==> config.mk <==
export PLATFORM = sky130hd
export DESIGN_NAME = counter_cmd_loader
export DESIGN_NICKNAME = d
export VERILOG_FILES = /design/src/rtl/counter_cmd_loader.sv
export SDC_FILE = /design/constraint.sdc
export NUM_CORES = 1
export LEC_CHECK = 0
export ABC_CLOCK_PERIOD_IN_PS = 3200
export BUFFER_PORTS_ARGS = -buffer_cell sky130_fd_sc_hd__buf_2
export CORE_AREA = 2 2 60 105
export DETAILED_ROUTE_END_ITERATION = 16
export DIE_AREA = 0 0 62 107
export PLACE_DENSITY = 0.61
export SYNTH_ARGS = -nofsm -noshare
export SYNTH_HDL_FRONTEND = slang
export SYNTH_SLANG_ARGS = --single-unit
==> constraint.sdc <==
create_clock -name clk -period 3.2 [get_ports clk]
set_input_delay 0.16 -clock clk [delete_from_list [all_inputs] [get_ports clk]]
set_output_delay 0.16 -clock clk [all_outputs]
set_load 0.005 [all_outputs]
==> src/rtl/counter_cmd_loader.sv <==
// Serial command front-end for the 8-bit programmable counter.
// Receives 16-bit frames on an asynchronous 3-wire port and drives the counter's load, data and enable.
module counter_cmd_loader #(
  parameter int SYNC_STAGES = 2,
  parameter int DATA_W      = 8
) (
  input  logic              clk,
  input  logic              rst_n,
  input  logic              ser_cs,
  input  logic              ser_clk,
  input  logic              ser_din,
  output logic              load,
  output logic [DATA_W-1:0] load_data,
  output logic              cnt_enable,
  output logic              busy,
  output logic              frame_err
);

  localparam int FRAME_W = 8 + DATA_W;
  localparam int CNT_W   = $clog2(FRAME_W + 1);
  localparam logic [CNT_W-1:0] FRAME_LEN = CNT_W'(FRAME_W);

  localparam logic [7:0] CMD_LOAD       = 8'h01;
  localparam logic [7:0] CMD_START      = 8'h02;
  localparam logic [7:0] CMD_STOP       = 8'h03;
  localparam logic [7:0] CMD_LOAD_START = 8'h04;
  localparam logic [7:0] CMD_CLR_ERR    = 8'h05;

  typedef enum logic [1:0] {IDLE, SHIFT, EXEC, DRAIN} state_e;

  logic [SYNC_STAGES-1:0] cs_sync_q,  cs_sync_d;
  logic [SYNC_STAGES-1:0] clk_sync_q, clk_sync_d;
  logic [SYNC_STAGES-1:0] din_sync_q, din_sync_d;
  logic                   cs_dly_q,   cs_dly_d;
  logic                   clk_dly_q,  clk_dly_d;
  logic [FRAME_W-1:0]     shift_q,    shift_d;
  logic [CNT_W-1:0]       bit_cnt_q,  bit_cnt_d;
  state_e                 state_q,    state_d;
  logic                   load_q,     load_d;
  logic [DATA_W-1:0]      load_data_q, load_data_d;
  logic                   cnt_enable_q, cnt_enable_d;
  logic                   busy_q,     busy_d;
  logic                   frame_err_q, frame_err_d;

  logic                   sync_cs, sync_clk, sync_din;
  logic                   bit_edge, capture;
  logic [CNT_W-1:0]       cnt_next;
  logic [7:0]             cmd;
  logic [DATA_W-1:0]      dat;

  // NOTE: every always_comb output gets a default first so no path leaves it unassigned (no latches).
  always_comb begin
    cs_sync_d  = {cs_sync_q[SYNC_STAGES-2:0],  ser_cs};
    clk_sync_d = {clk_sync_q[SYNC_STAGES-2:0], ser_clk};
    din_sync_d = {din_sync_q[SYNC_STAGES-2:0], ser_din};
    sync_cs    = cs_sync_q[SYNC_STAGES-1];
    sync_clk   = clk_sync_q[SYNC_STAGES-1];
    sync_din   = din_sync_q[SYNC_STAGES-1];
    cs_dly_d   = sync_cs;
    clk_dly_d  = sync_clk;
    bit_edge   = sync_clk & ~clk_dly_q;
    // A bit edge arriving in the same cycle cs drops still belongs to the frame.
    capture    = bit_edge & (sync_cs | cs_dly_q);
    cnt_next   = (bit_cnt_q == FRAME_LEN) ? bit_cnt_q : bit_cnt_q + 1'b1;
    cmd        = shift_q[FRAME_W-1 -: 8];
    dat        = shift_q[DATA_W-1:0];

    shift_d      = shift_q;
    bit_cnt_d    = bit_cnt_q;
    state_d      = state_q;
    load_d       = 1'b0;
    load_data_d  = load_data_q;
    cnt_enable_d = cnt_enable_q;
    frame_err_d  = frame_err_q;

    unique case (state_q)
      IDLE: begin
        if (sync_cs && !cs_dly_q) begin
          shift_d   = '0;
          bit_cnt_d = '0;
          state_d   = SHIFT;
        end
      end
      SHIFT: begin
        if (capture) begin
          shift_d   = {shift_q[FRAME_W-2:0], sync_din};
          bit_cnt_d = cnt_next;
        end
        if (capture && cnt_next == FRAME_LEN) begin
          state_d = EXEC;
        end else if (!sync_cs) begin
          frame_err_d = 1'b1;
          state_d     = IDLE;
        end
      end
      EXEC: begin
        state_d = DRAIN;
        case (cmd)
          CMD_LOAD: begin
            load_data_d = dat;
            load_d      = 1'b1;
          end
          CMD_START:   cnt_enable_d = 1'b1;
          CMD_STOP:    cnt_enable_d = 1'b0;
          CMD_LOAD_START: begin
            load_data_d  = dat;
            load_d       = 1'b1;
            cnt_enable_d = 1'b1;
          end
          CMD_CLR_ERR: frame_err_d = 1'b0;
          default:     frame_err_d = 1'b1;
        endcase
      end
      DRAIN: begin
        if (!sync_cs)      state_d     = IDLE;
        else if (bit_edge) frame_err_d = 1'b1;
      end
      default: state_d = IDLE;
    endcase

    busy_d = (state_d != IDLE);
  end

  // NOTE: rst_n is active-high in this codebase despite its name; reset is asynchronous.
  // NOTE: sequential state uses non-blocking assignments only.
  always_ff @(posedge clk or posedge rst_n) begin
    if (rst_n) begin
      cs_sync_q    <= '0;
      clk_sync_q   <= '0;
      din_sync_q   <= '0;
      cs_dly_q     <= 1'b0;
      clk_dly_q    <= 1'b0;
      shift_q      <= '0;
      bit_cnt_q    <= '0;
      state_q      <= IDLE;
      load_q       <= 1'b0;
      load_data_q  <= '0;
      cnt_enable_q <= 1'b0;
      busy_q       <= 1'b0;
      frame_err_q  <= 1'b0;
    end else begin
      cs_sync_q    <= cs_sync_d;
      clk_sync_q   <= clk_sync_d;
      din_sync_q   <= din_sync_d;
      cs_dly_q     <= cs_dly_d;
      clk_dly_q    <= clk_dly_d;
      shift_q      <= shift_d;
      bit_cnt_q    <= bit_cnt_d;
      state_q      <= state_d;
      load_q       <= load_d;
      load_data_q  <= load_data_d;
      cnt_enable_q <= cnt_enable_d;
      busy_q       <= busy_d;
      frame_err_q  <= frame_err_d;
    end
  end

  assign load       = load_q;
  assign load_data  = load_data_q;
  assign cnt_enable = cnt_enable_q;
  assign busy       = busy_q;
  assign frame_err  = frame_err_q;

endmodule

==> results.cfg, run 1 <==
[sta]
hold_viol = 35
finalSetupViolCount = 0
worst_slack_ns = 1.30
tightest_slew_ns = 0.714
max_freq_mhz = 528
post-route-min-period_ns = 1.90
rsz0062_at_grt = no
whs_ns = -0.0231
slew_violations = 0
relSlewSlack_pct = 52.4
setup_tns_ns = 0
finClkSkew_ns = 0.00624
period_share_pct = 59.2

[yosys]
synthMuxAreaShare_pct = 6.63
synthCells = 183
ys.flop_type = dfrtp_1
synth.area.top_cells = dfrtp_1, nand2_1, mux2_4
synth-seq-cells = 43
post-synth-top-count-cell = dfrtp_1
synth_xor_area_share_pct = 1.34
yosys.area.top_type = dfrtp_1
avgSynthCellArea_um2 = 10.7
syn_nets = 190
syn_area_um2 = 1960
synth_edf_count = 0
async_reset_ff_share_pct = 100
ys_seq_area_share_pct = 54.8
synth_cell_types = 39
synthTopCellsByCount = dfrtp_1, nand2_1, o21ai_0
synth.top_cell.area_share_pct = 54.8
synth_compound_area_share_pct = 10.9
yosysWarningCount = 0
synth_top_family_by_area = simple AND/OR/NAND/NOR gates
yosys.area_share.simple_pct = 20.8
synth-adder-area-share_pct = 1.27

[detailed_routing]
wl_um = 3600
postRouteAntennaNets = 0
dr.first_iter.drc_count = 55
drt-wirelength-per-cell_um = 12.9
dr_total_vias = 1322
viasPerCell = 4.74
drt_first_pass_iters = 4
drc = 0

[floorplan]
dieArea_um2 = 6630
io_pins = 17
die_h_um = 107
dieWidth_um = 62
core_area_um2 = 5790
num_rows = 37
start_util_pct = 33.9

[cells_and_area]
drive_above_1_share_pct = 22.9
antennaDiodeCount = 0
syn_to_final_growth_pct = 12.6
nets = 208
fillCellCount = 597

[worst_setup_path]
cp.arrival_ns = 2.07
crit_type = reg -> reg
cp.required_ns = 3.37
reg2reg_slack_ns = 1.30
startpoint_type = register
cp-end-kind = register
r2r-end = frame_err
reg2regPathDepth = 6
worstPathCellList = ha_1 -> nor3b_2 -> mux2i_1 -> a2111o_1 -> a41oi_2 -> nor2_1
critPathMaxFanout = 9
reg2reg_from = bit_cnt_q[0]
max_stage_delay_ns = 0.49
crit_slowest_cell = a2111o_1

[pwr]
switching_power_mw = 0.234
p_int_mw = 0.745
power_frac_comb_pct = 6.3
clkPwrFrac_pct = 35.9
swShare_pct = 23.9
pwr-share-seq_pct = 57.9
peakVddDrop_mv = 0.270
p_leak_nw = 0.969
p_per_area_nw_per_um2 = 443

[global_routing]
grt_pass1_wl_um = 6270
grt_usage_pct = 12.8
grt_max_degree = 44
grt_pass1_vias = 1315
antenna_found_initial = 0
grt_overflow = 0

[clocking]
clock_latency_ns = 0.29
ctsHoldBuffers = 3
htreeDepth = 2
cts.clk_slew.worst_paths_ns = 0.08
root_buffer = clkbuf_8
cts_tree = built
cts_buffer_depth = 2
cts_post_setup_buffers_inserted = 0
post_cts_resized = 0
cts_buffers = 5
clock-sinks = 43

[placement]
portBuffers = 16
gp_congestion = 0.700
place_ws_ns = 1.31
place.detailed.hpwl_um = 2520

[hold_path]
holdCritPathClass = in -> async

[outcome]
status = finished, violations left
violations = hold timing

[run]
max_cap_violations = 0
[flip-flops by register name (all words and copies together) (netlist names), 2 cells and up]
signal	count
clk_sync_q	2
shift_q	16
cs_sync_q	2
load_data	8
din_sync_q	2
bit_cnt_q	5
state_q	2
[power groups by stage]
stage | Clock, mW | Sequential, mW | Combinational, mW
6_report | 0.351 | 0.566 | 0.0614
5_1_grt | 0.387 | 0.569 | 0.0711
4_1_cts | 0.362 | 0.566 | 0.0637
3_5_place_dp | 0 | 0.577 | 0.0609
3_3_place_gp | 0 | 0.577 | 0.0601
2_1_floorplan | 0 | 0.574 | 0.0456
[metal layers]
layer	track usage, %	vias up	part of all wire (%)
met5	0	-	0
met4	6.84	0	2.8
met3	2.90	6	2.1
met2	20.5	14	54
met1	15.3	646	41
li1	-	656	-
[cell usage in the layout (no fill, tap or decap), types with 2 or more instances in the layout]
| master | synthesis | routed |
|---|---|---|
| dfrtp_1 | 43 | 43 |
| nand2_1 | 38 | 38 |
| o21ai_0 | 19 | 19 |
| buf_2 | 3 | 16 |
| nor2_1 | 8 | 8 |
| mux2_4 | 8 | 8 |
| o21ai_1 | 6 | 6 |
| nor3_1 | 6 | 6 |
| clkbuf_8 | 0 | 6 |
| nand3_1 | 4 | 4 |
| inv_1 | 5 | 4 |
| o31ai_1 | 4 | 4 |
| nor2b_1 | 3 | 3 |
| xnor2_1 | 3 | 3 |
| dlygate4sd3_1 | 0 | 3 |
| and3_2 | 2 | 2 |
| nor3_4 | 2 | 2 |
| ha_1 | 2 | 2 |
| buf_4 | 2 | 2 |
[worst max-delay path by stage]
stage                      start         to  cells after the start
global placement    bit_cnt_q[0]  frame_err                      6
floorplan           bit_cnt_q[0]  frame_err                      6
CTS                 bit_cnt_q[0]  frame_err                      6
global route        bit_cnt_q[0]  frame_err                      6
finish              bit_cnt_q[0]  frame_err                      6
detailed placement  bit_cnt_q[0]  frame_err                      6
[stage by stage]
stage / std cells / total power [mW] / hold slack, ns / util, % / cell area [um2]
after CTS: 279 / 0.992 / 0.00118 / 38.2 / 2210
after global routing: 279 / 1.03 / 0.0309 / 38.2 / 2210
after detailed placement: 269 / 0.638 / 0.269 / 36.2 / 2090
final: 279 / 0.978 / -0.0231 / 38.2 / 2210
after global placement: 269 / 0.637 / 0.269 / 36.2 / 2090
after floorplan: 183 / 0.619 / 0.191 / - / 1960
[cell type report]
cell class / instances / area [um2] / share of cell area [%]
clock buffer: 6 / 82.6 / 3.74
clock inverter: 1 / 5.00 / 0.227
inverter: 5 / 18.8 / 0.849
timing repair buffer: 21 / 125 / 5.66
sequential: 43 / 1080 / 48.7
tap: 78 / 97.6 / 4.42
multi-input combinational: 125 / 805 / 36.4
[worst max-delay path: cells and delay by family (launching register included)]
family / cells / cell delay, ns
and+or+nand+nor: 2 / 0.24
AOI/OAI and AO/OA: 2 / 0.64
muxes: 1 / 0.09
DFF: 1 / 0.48
adders and majority gates: 1 / 0.33
[logic make-up (layout without fill, tap and decap cells)]
| group | after synthesis | count (layout) |
|---|---|---|
| buffers and inverters | 15 | 33 |
| AO/OA/AOI/OAI | 35 | 35 |
| AND/OR/NAND/NOR | 76 | 76 |
| adder cells (fa/ha/maj) | 2 | 2 |
| XOR/XNOR | 3 | 3 |
| flip-flops | 43 | 43 |
| multiplexers | 9 | 9 |
Note: power is estimated with default switching activity, not from simulation.
==> run 2, diff against run 1 <==
ABC_CLOCK_PERIOD_IN_PS = 1850   (was 3200)
clock period = 1.85 ns   (was 3.2 ns; I/O delays follow)
==> results.cfg, run 2 (synthesized netlist as in run 1, its figures left out) <==
[detailed_routing]
drt_first_pass_iters = 4
drt-wirelength-per-cell_um = 12.6
dr.first_iter.drc_count = 58
dr_total_vias = 1352
wl_um = 3650
viasPerCell = 4.68
postRouteAntennaNets = 0
drc = 0

[worst_setup_path]
crit_type = reg -> reg
cp.arrival_ns = 1.89
startpoint_type = register
cp.required_ns = 2.04
reg2regPathDepth = 7
reg2reg_from = bit_cnt_q[0]
startpoint = bit_cnt_q[0]
cp-end-kind = register
critPathMaxFanout = 7

[pwr]
pwr-share-seq_pct = 55.5
p_per_area_nw_per_um2 = 762
swShare_pct = 23.6
clkPwrFrac_pct = 37.6
switching_power_mw = 0.416
p_leak_nw = 1.02
power_frac_comb_pct = 6.9
total_power_mw = 1.76
peakVddDrop_mv = 0.406
p_int_mw = 1.35

[global_routing]
grt_usage_pct = 13.5
use_met1_pct = 15.7
grt_max_degree = 44
grt_pass1_vias = 1321
grt_overflow = 0
grt.met2_usage_pct = 22.0
grt_pass1_wl_um = 6440
antenna_found_initial = 0
grtUsageMet3_pct = 2.90
grt.busiest_layer = met2

[cells_and_area]
fillCellCount = 576
final_cell_mix = dfrtp_1, nand2_1, o21ai_0, buf_2, buf_4
largest-register = shift_q
nets = 217
final_util_pct = 40.0
antennaDiodeCount = 0
final_area_um2 = 2310
final_cells = 289
syn_to_final_growth_pct = 17.8
mostFrequentLayoutCell = dfrtp_1
drive_above_1_share_pct = 27.0
largest_reg_flops = 16

[sta]
finalSetupViolCount = 0
hold_viol = 0
whs_ns = 0.352
period_share_pct = 91.7
worst_slack_ns = 0.154
setup_tns_ns = 0
finClkSkew_ns = 0.00493
max_freq_mhz = 590
tightest_slew_ns = 0.535
rsz0062_at_grt = no
relSlewSlack_pct = 64.4
slew_violations = 0
post-route-min-period_ns = 1.70

[placement]
place.detailed.hpwl_um = 2570
placedCellCount = 277
portBuffers = 16
gp_congestion = 0.801
place_ws_ns = 0.0911
dpl-instance-area_um2 = 2160

[floorplan]
dieWidth_um = 62
dieArea_um2 = 6630
start_util_pct = 33.9
core_area_um2 = 5790
io_pins = 17
num_rows = 37
die_h_um = 107

[hold_path]
holdCritPathClass = reg -> reg
whs_path_depth = 0
hp-start = clk_sync_q[0]

[clocking]
cts_buffers = 5
clock-sinks = 43
clock_latency_ns = 0.30
htreeDepth = 2
cts.clk_slew.worst_paths_ns = 0.08
root_buffer = clkbuf_8
cts_buffer_depth = 2
cts_tree = built

[run]
max_cap_violations = 0

[outcome]
status = complete, no violations
[run 2: routing by layer]
metal / up-vias / wire length [um]
met5: - / 0
met4: 0 / 99
met3: 7 / 73
met2: 14 / 2020
met1: 658 / 1460
li1: 673 / -
[run 2: worst paths after layout]
path | to | slack (ns)
worst max-delay path | frame_err | 0.15
worst min-delay path | clk_sync_q[1] | 0.35
worst max register to register | frame_err | 0.15
worst min register to register | clk_sync_q[1] | 0.35
max in group asynchronous | bit_cnt_q[0] | 0.99
min in group asynchronous | clk_sync_q[0] | 0.47
[run 2: critical path, cell delays in order, from the launching register on]
cell and delay, ns:
dfrtp_2 0.45, inv_1 0.07, ha_1 0.15, nand3b_2 0.13, mux2i_1 0.15, a2111o_1 0.43
a41oi_2 0.15, nor2_1 0.06
[run 2: power by group through the flow]
stage          sequential [mW]  combinational [mW]  clock, mW
2_1_floorplan            0.993              0.0789          0
3_3_place_gp             0.996               0.118          0
3_5_place_dp             0.997               0.119          0
4_1_cts                  0.978               0.125      0.683
5_1_grt                  0.984               0.141      0.730
6_report                 0.978               0.121      0.663
[run 2: timing repair]
action,CTS,global route
hold buffers,4,0
gates resized for setup,0,2
endpoints found under the hold margin,46,0
buffers inserted,0,0
setup endpoints to repair,0,1
[run 2: area by class of cell]
cell class	count	area, um2	area share (%)
Sequential cell	43	1080	46.6
Multi-Input combinational cell	125	807	34.9
Timing Repair Buffer	30	208	8.98
Tap cell	78	97.6	4.22
Clock buffer	7	96.3	4.17
Inverter	5	18.8	0.812
Clock inverter	1	7.51	0.325
